### src/rtl/div_sched_pkg.sv
// div_sched_pkg: shared types and constants for the divider scheduler.
//   div_op_t      - RISC-V M-extension divide ops, encoded as funct3[1:0]
//   state_t       - scheduler FSM state encoding, with S_* constants
//   DIV_BY_ZERO_Q - quotient returned for a zero divisor
//   INT_MIN       - most negative 32-bit value (signed-overflow dividend)
package div_sched_pkg;

  typedef enum logic [1:0] {
    OP_DIV  = 2'b00,
    OP_DIVU = 2'b01,
    OP_REM  = 2'b10,
    OP_REMU = 2'b11
  } div_op_t;

  typedef logic [2:0] state_t;

  localparam state_t S_IDLE  = 3'd0;
  localparam state_t S_START = 3'd1;
  localparam state_t S_BUSY  = 3'd2;
  localparam state_t S_DRAIN = 3'd3;
  localparam state_t S_RESP  = 3'd4;

  localparam logic [31:0] DIV_BY_ZERO_Q = 32'hFFFF_FFFF;
  localparam logic [31:0] INT_MIN       = 32'h8000_0000;

  function automatic logic op_is_rem(input div_op_t op);
    return (op == OP_REM) || (op == OP_REMU);
  endfunction

  function automatic logic op_is_signed(input div_op_t op);
    return (op == OP_DIV) || (op == OP_REM);
  endfunction

endpackage

### src/rtl/div.sv
// div: iterative 32-bit restoring divider, one quotient bit per cycle.
//   clk, reset     - clock, synchronous active-high reset
//   kick           - start a division (honoured only while ready=1)
//   unsigned_flag  - 1: unsigned operands, 0: two's-complement operands
//   dividend       - numerator
//   divider        - denominator (must be non-zero)
//   quotient       - signed by (dividend31 ^ divider31) for signed ops
//   remainder      - carries the same sign as the quotient (not the dividend)
//   ready          - idle / result valid; low for 32 cycles after kick
module div (
  input  logic        clk,
  input  logic        reset,
  input  logic        kick,
  input  logic        unsigned_flag,
  input  logic [31:0] dividend,
  input  logic [31:0] divider,
  output logic [31:0] quotient,
  output logic [31:0] remainder,
  output logic        ready
);

  logic        ready_q;
  logic [4:0]  cnt_q;
  logic [31:0] quo_q;
  logic [31:0] rem_q;
  logic [31:0] dvs_q;
  logic        neg_q;

  logic        a_neg;
  logic        b_neg;
  logic [31:0] a_mag;
  logic [31:0] b_mag;
  logic [32:0] rem_sh;
  logic [33:0] diff;
  logic        ge;
  logic        start;

  assign start = kick && ready_q;
  assign a_neg = !unsigned_flag && dividend[31];
  assign b_neg = !unsigned_flag && divider[31];
  assign a_mag = a_neg ? -dividend : dividend;
  assign b_mag = b_neg ? -divider : divider;

  // Partial remainder shifted left by one with the next dividend bit appended.
  assign rem_sh = {rem_q, quo_q[31]};
  assign diff   = {1'b0, rem_sh} - {2'b00, dvs_q};
  assign ge     = !diff[33];

  always_ff @(posedge clk) begin
    if (reset) begin
      ready_q <= 1'b1;
      cnt_q   <= '0;
    end else if (start) begin
      ready_q <= 1'b0;
      cnt_q   <= 5'd31;
    end else if (!ready_q) begin
      if (cnt_q == 5'd0) ready_q <= 1'b1;
      else cnt_q <= cnt_q - 5'd1;
    end
  end

  always_ff @(posedge clk) begin
    if (start) begin
      quo_q <= a_mag;
      rem_q <= '0;
      dvs_q <= b_mag;
      neg_q <= a_neg ^ b_neg;
    end else if (!ready_q) begin
      rem_q <= ge ? diff[31:0] : rem_sh[31:0];
      quo_q <= {quo_q[30:0], ge};
    end
  end

  assign quotient  = neg_q ? -quo_q : quo_q;
  assign remainder = neg_q ? -rem_q : rem_q;
  assign ready     = ready_q;

endmodule

### src/rtl/div_sched_rr_arb.sv
// rr_arb: round-robin arbiter with a registered priority pointer.
//   clk, reset - clock, synchronous active-high reset (pointer -> 0)
//   req_i      - request vector
//   accept_i   - the current grant is taken; pointer moves past the winner
//   grant_o    - one-hot grant, first request at or after the pointer
module rr_arb #(
  parameter int N = 2
) (
  input  logic         clk,
  input  logic         reset,
  input  logic [N-1:0] req_i,
  input  logic         accept_i,
  output logic [N-1:0] grant_o
);

  localparam int PW = (N > 1) ? $clog2(N) : 1;

  logic [PW-1:0] ptr_q;
  logic [PW-1:0] ptr_d;
  logic          found;

  // First pass covers indices at/above the pointer, second pass wraps around.
  always_comb begin
    grant_o = '0;
    ptr_d   = ptr_q;
    found   = 1'b0;
    for (int i = 0; i < N; i++) begin
      if (!found && req_i[i] && (i >= int'(ptr_q))) begin
        found      = 1'b1;
        grant_o[i] = 1'b1;
        ptr_d      = PW'((i + 1) % N);
      end
    end
    for (int i = 0; i < N; i++) begin
      if (!found && req_i[i]) begin
        found      = 1'b1;
        grant_o[i] = 1'b1;
        ptr_d      = PW'((i + 1) % N);
      end
    end
  end

  always_ff @(posedge clk) begin
    if (reset) ptr_q <= '0;
    else if (accept_i) ptr_q <= ptr_d;
  end

endmodule

### src/rtl/div_sched.sv
// div_sched: shares one iterative div core among N_REQ requesters.
//   clk, reset - clock, synchronous active-high reset (also resets the core)
//   flush      - abandon the in-flight or pending operation
//   req_*      - per-requester valid/ready handshake with op, a, b and tag
//                (requester i occupies slice i of each packed bus)
//   rsp_valid  - one-hot result valid for the owning requester
//   rsp_ready  - per-requester result accept
//   rsp_data   - quotient/remainder; rsp_tag - tag returned with it
//   busy       - scheduler not idle
// Zero divisors and signed INT_MIN/-1 are resolved without the core.
module div_sched
  import div_sched_pkg::*;
#(
  parameter int N_REQ = 2,
  parameter int TAG_W = 5
) (
  input  logic                   clk,
  input  logic                   reset,
  input  logic                   flush,
  input  logic [N_REQ-1:0]       req_valid,
  output logic [N_REQ-1:0]       req_ready,
  input  logic [2*N_REQ-1:0]     req_op,
  input  logic [32*N_REQ-1:0]    req_a,
  input  logic [32*N_REQ-1:0]    req_b,
  input  logic [TAG_W*N_REQ-1:0] req_tag,
  output logic [N_REQ-1:0]       rsp_valid,
  input  logic [N_REQ-1:0]       rsp_ready,
  output logic [31:0]            rsp_data,
  output logic [TAG_W-1:0]       rsp_tag,
  output logic                   busy
);

  state_t             state_q, state_d;
  logic [N_REQ-1:0]   owner_q, owner_d;
  div_op_t            op_q, op_d;
  logic [31:0]        a_q, a_d;
  logic [31:0]        b_q, b_d;
  logic [31:0]        data_q, data_d;
  logic [TAG_W-1:0]   tag_q, tag_d;

  logic [N_REQ-1:0]   grant;
  logic               accept;
  logic [1:0]         sel_op;
  logic [31:0]        sel_a;
  logic [31:0]        sel_b;
  logic [TAG_W-1:0]   sel_tag;

  logic               core_kick;
  logic               core_ready;
  logic [31:0]        core_quo;
  logic [31:0]        core_rem;

  // The core signs its remainder like the quotient; RISC-V wants the
  // dividend's sign, so first take the magnitude, then apply a's sign.
  function automatic logic [31:0] fix_rem(input div_op_t op, input logic a31,
                                          input logic b31, input logic [31:0] r);
    logic [31:0] rm;
    rm = (op_is_signed(op) && (a31 ^ b31)) ? -r : r;
    return (op_is_signed(op) && a31) ? -rm : rm;
  endfunction

  rr_arb #(.N(N_REQ)) u_arb (
    .clk      (clk),
    .reset    (reset),
    .req_i    (req_valid),
    .accept_i (accept),
    .grant_o  (grant)
  );

  div u_div (
    .clk           (clk),
    .reset         (reset),
    .kick          (core_kick),
    .unsigned_flag (op_q[0]),
    .dividend      (a_q),
    .divider       (b_q),
    .quotient      (core_quo),
    .remainder     (core_rem),
    .ready         (core_ready)
  );

  always_comb begin
    sel_op  = '0;
    sel_a   = '0;
    sel_b   = '0;
    sel_tag = '0;
    for (int i = 0; i < N_REQ; i++) begin
      if (grant[i]) begin
        sel_op  = req_op[2*i +: 2];
        sel_a   = req_a[32*i +: 32];
        sel_b   = req_b[32*i +: 32];
        sel_tag = req_tag[TAG_W*i +: TAG_W];
      end
    end
  end

  assign accept    = (state_q == S_IDLE) && !flush && (|grant);
  assign req_ready = ((state_q == S_IDLE) && !flush) ? grant : '0;
  assign rsp_valid = (state_q == S_RESP) ? owner_q : '0;
  assign rsp_data  = data_q;
  assign rsp_tag   = tag_q;
  assign busy      = (state_q != S_IDLE);

  always_comb begin
    state_d   = state_q;
    owner_d   = owner_q;
    op_d      = op_q;
    a_d       = a_q;
    b_d       = b_q;
    data_d    = data_q;
    tag_d     = tag_q;
    core_kick = 1'b0;
    case (state_q)
      S_IDLE: begin
        if (accept) begin
          owner_d = grant;
          op_d    = div_op_t'(sel_op);
          a_d     = sel_a;
          b_d     = sel_b;
          tag_d   = sel_tag;
          if (sel_b == 32'd0) begin
            data_d  = op_is_rem(div_op_t'(sel_op)) ? sel_a : DIV_BY_ZERO_Q;
            state_d = S_RESP;
          end else if (op_is_signed(div_op_t'(sel_op)) && (sel_a == INT_MIN) &&
                       (sel_b == 32'hFFFF_FFFF)) begin
            data_d  = op_is_rem(div_op_t'(sel_op)) ? 32'd0 : INT_MIN;
            state_d = S_RESP;
          end else begin
            state_d = S_START;
          end
        end
      end
      S_START: begin
        if (flush) begin
          state_d = S_IDLE;
        end else begin
          core_kick = 1'b1;
          state_d   = S_BUSY;
        end
      end
      S_BUSY: begin
        if (flush) begin
          state_d = S_DRAIN;
        end else if (core_ready) begin
          data_d  = op_is_rem(op_q) ? fix_rem(op_q, a_q[31], b_q[31], core_rem)
                                    : core_quo;
          state_d = S_RESP;
        end
      end
      // Core cannot be aborted; wait it out so it is ready for the next kick.
      S_DRAIN: begin
        if (core_ready) state_d = S_IDLE;
      end
      S_RESP: begin
        if (flush || (|(rsp_ready & owner_q))) state_d = S_IDLE;
      end
      default: state_d = S_IDLE;
    endcase
  end

  always_ff @(posedge clk) begin
    if (reset) begin
      state_q <= S_IDLE;
      owner_q <= '0;
      data_q  <= '0;
      tag_q   <= '0;
    end else begin
      state_q <= state_d;
      owner_q <= owner_d;
      data_q  <= data_d;
      tag_q   <= tag_d;
    end
  end

  always_ff @(posedge clk) begin
    op_q <= op_d;
    a_q  <= a_d;
    b_q  <= b_d;
  end

endmodule

### config.mk
export PLATFORM = sky130hd
export DESIGN_NAME = div_sched
export DESIGN_NICKNAME = d
export VERILOG_FILES = /design/src/rtl/div_sched_pkg.sv /design/src/rtl/div.sv /design/src/rtl/div_sched_rr_arb.sv /design/src/rtl/div_sched.sv
export SDC_FILE = /design/constraint.sdc
export NUM_CORES = 1
export LEC_CHECK = 0
export CORE_MARGIN = 10
export CORE_UTILIZATION = 50
export CTS_CLUSTER_DIAMETER = 200
export DETAILED_ROUTE_END_ITERATION = 12
export PLACE_DENSITY = 0.73
export SYNTH_ARGS = -nofsm -noshare
export SYNTH_HDL_FRONTEND = slang
export SYNTH_SLANG_ARGS = --single-unit
### constraint.sdc
create_clock -name clk -period 4.8 [get_ports clk]
set_input_delay 0.96 -clock clk [delete_from_list [all_inputs] [get_ports clk]]
set_output_delay 0.96 -clock clk [all_outputs]
set_load 0.03 [all_outputs]
==> results by group, run 1 <==
Power and ir drop
  – Internal power: 5.55 mW
  – Psw: 4.66 mW
  – Reg power frac: 25.8%
  – Clk pwr share: 18.1%
  – Combinational power share: 56.1%
  – P_leak: 7.16 nW
  – Peak supply drop: 0.297 mV
  – Switching Fraction: 45.6%
  – Cell Pwr Density: 536 mW/mm^2

Yosys
  – Multiplexer share of the synthesized area: 0.717%
  – Post-Syn Instances: 1827
  – Top_reg_cell synth: edfxtp_1
  – Synth Area in Simple Gates: 20.2%
  – Async S/R FF share, synth: 0%
  – Adder-cell share of the synthesized area: 3.24%
  – Synth cell types: 91
  – Synthesized area: 0.0157 sq mm
  – Synth Warn #: 0
  – Post-synth EDFFs: 131
  – Synth Net Count: 2016
  – Number of synthesized register bits: 212
  – Largest family of logic cells by synthesized area: compound AO/OA/AOI/OAI gates
  – Sequential fraction of the synthesis area: 35.4%
  – Mean Syn Cell Area: 8.59 sq um
  – Post-synthesis compound-gate area fraction: 24.3%
  – XOR/XNOR Fraction of Synth Area: 11.3%

Critical path
  – Crit path cell chain: inv_1, ha_1, or4b_4, o41ai_4, xor2_1, and4b_1, nand3b_1, or2_2, o21bai_1, a211oi_1, nand2b_1, nor3_1, mux2_1, a221o_1
  – CP max stage cell: or4b_4
  – Crit path kind: flop to flop
  – WP buf/inv: 1
  – WP data required: 5200 ps
  – Worst-path fanout max: 5
  – CP top delay family: simple AND/OR/NAND/NOR gates
  – Delay of the slowest critical-path stage: 540 ps
  – Critical Path AT: 4990 ps
  – Setup crit end kind: flop
  – Worst setup SP type: flop

STA
  – Clock skew: 19.6 ps
  – Max frequency: 218 MHz
  – Final WS setup: 215 ps
  – Setup violators final: 0
  – Setup TNS: 0 ps
  – Worst Tran Pin Value: 1300 ps
  – Final Hold Viols: 0
  – Slew headroom: 13.3%
  – Final Max Slew Viols: 0
  – Period minus WS final: 4580 ps
  – Period utilisation layout: 95.5%
  – Min Hold Slack: 463 ps

Floorplan
  – Initial Util: 51.1%
  – Row cnt: 64
  – Die area: 0.0389 sq mm
  – Placeable Area: 0.0307 sq mm
  – I/O pins: 191
  – Die width: 197 um
  – Die H: 197 um

Finish
  – ANT cells: 0
  – Area grow syn2layout: 21.2%
  – FF/Latch Area: 0.00556 sq mm
  – Most frequent cells in the layout: clkdlybuf4s50_1 (190), nand2_1 (185), nor2_1 (133), edfxtp_1 (131), o21ai_0 (122)
  – Layout fillers: 2684
  – Commonest non-fill, non-tap cell in the layout: clkdlybuf4s50_1
  – Area taken by multi-input logic gates: 0.00943 sq mm
  – Nets: 2190
  – Finished Layout Cells: 2416
  – Fraction of layout cells with a size suffix above 1: 7.77%
  – Final instance area: 0.0190 sq mm

Global route
  – Global Route Usage Sum: 26.4%
  – First-pass GRT wire length: 82100 um
  – Largest net degree at the start of global routing: 66
  – Congestion Overflow GR: 0
  – Vias in the first global route: 14400
  – Initial antenna violation count: 0

Detailed routing
  – 1st-iter DRT viols: 1779
  – Routed Antenna Nets: 0
  – Vias per Instance: 6.25
  – Vias: 15100
  – DR WL/cell: 22.1 um
  – Final wirelength: 53400 um
  – # DRC: 0
  – Pre-antenna DRT Iters: 6

Place
  – Dpl cells: 2367
  – Worst slack, placed: -129 ps
  – DP Wirelength: 42200 um
  – Placed cell area: 0.0182 sq mm
  – Port-buffer cells: 190
  – Final Wtd Congestion: 0.957

Clock tree
  – CTS max path bufs: 3
  – Worst-Skew Late Latency: 530 ps
  – CTS clk-pin slew, worst paths: 60 ps
  – CTS Buf Count: 25
  – CTS tree: done
  – # H-tree levels: 1
  – CTS root buf: clkbuf_16
  – Cts hold-fix bufs: 0
  – Clock Sink Count: 212

Outcome
  – Status: finished, final reports clean

Flow run
  – Max-Cap Viols: 0

Min path
  – Hold Path Class: flop to flop
==> power by group through the flow <==
stage	sequential (mW)	clock [mW]	combinational (mW)
3_3_place_gp	2.65	0	5.46
2_1_floorplan	2.46	0	4.08
6_report	2.63	1.85	5.72
5_1_grt	2.67	1.94	6.23
4_1_cts	2.62	1.86	5.56
3_5_place_dp	2.66	0	5.51
==> per-stage QoR <==
| step | utilization (%) | power, mW |
|---|---|---|
| 6_report | 61.9 | 10.2 |
| 5_1_grt | 61.9 | 10.8 |
| 4_1_cts | 61.7 | 10.0 |
| 3_5_place_dp | 59.1 | 8.17 |
| 3_3_place_gp | 59.1 | 8.11 |
| 2_1_floorplan | - | 6.54 |
==> worst reg2reg max path, delay by kind of cell (launching register included) <==
kind	cells	cell delay, ps
mux	1	350
buf+inv	1	100
xor+xnor	1	280
compound gates	4	1290
fa+ha+maj	1	270
flops	1	310
simple gates	6	1850
==> synth_stat cells (all sizes together), types with 13 or more instances <==
master	instances	area share, %
nand2	186	4.5
nor2	134	3.2
edfxtp	131	25
o21ai	127	4.0
a21oi	116	3.7
xnor2	103	5.7
xor2	98	5.5
inv	87	2.1
dfxtp	81	10
clkbuf	74	1.8
nor3	67	2.2
a22o	50	2.8
o31ai	50	2.5
ha	39	3.1
nand3	33	1.2
buf	32	1.0
nor4	29	1.4
or3	25	1.0
or4	23	1.1
a211oi	22	1.2
a21o	21	1.0
a22oi	21	1.0
nand2b	19	0.76
a31oi	18	0.72
nor2b	15	0.60
or2	15	0.60
and3	14	0.56
nand4	13	0.56
o41ai	13	0.94
==> worst paths after layout <==
| kind | start | endpoint | slack [ps] | depth (start not counted) |
|---|---|---|---|---|
| min | rsp_data[4] | rsp_data[4] | 460 | 2 |
| min reg2reg | rsp_data[4] | rsp_data[4] | 460 | 2 |
| max | u_div.rem_q[1] | rsp_data[27] | 220 | 14 |
| max reg2reg | u_div.rem_q[1] | rsp_data[27] | 220 | 14 |
==> flip-flops by register name, summed over array words and instances (netlist names) <==
signal       count
u_div.neg_q      1
u_div.cnt_q      5
rsp_tag          5
u_arb.ptr_q      1
u_div.quo_q     32
u_div.dvs_q     32
op_q             2
u_div.rem_q     32
a_q             32
b_q             32
u_div.ready      1
state_q          3
rsp_data        32
owner_q          2
==> layout make-up <==
| class | instances | share of cell area [%] |
|---|---|---|
| sequential | 212 | 29.2 |
| clock buffer | 29 | 3.42 |
| clock inverter | 17 | 0.776 |
| timing repair buffer | 253 | 12.7 |
| inverter | 87 | 1.72 |
| tap | 396 | 2.60 |
| multi-input combinational | 1422 | 49.5 |
==> logic make-up (layout without fill, tap and decap cells) <==
family | after synthesis | after routing
mux | 11 | 11
flops | 212 | 212
compound gates | 555 | 555
xor+xnor | 201 | 201
simple gates | 615 | 615
buf+inv | 193 | 386
fa+ha+maj | 40 | 40
==> layer usage <==
| metal | share of wire (%) | GRT usage, % |
|---|---|---|
| met5 | 0 | 0 |
| met2 | 44 | 41.7 |
| met4 | 2.8 | 7.49 |
| met3 | 10 | 6.42 |
| met1 | 43 | 35.2 |
==> what timing repair did <==
action                                  in CTS  in global routing
resized for setup                            0                  3
endpoints found under the setup margin       0                  6
buffers inserted                             0                  3
No activity file was read; power rests on OpenSTA's default activity.
==> inputs of run 2 (changes only) <==
Settings changed: GPL_ROUTABILITY_DRIVEN set to 1.
==> results of run 2 <==
Same layout as run 1: the final DEF is identical, and so are final timing and power.
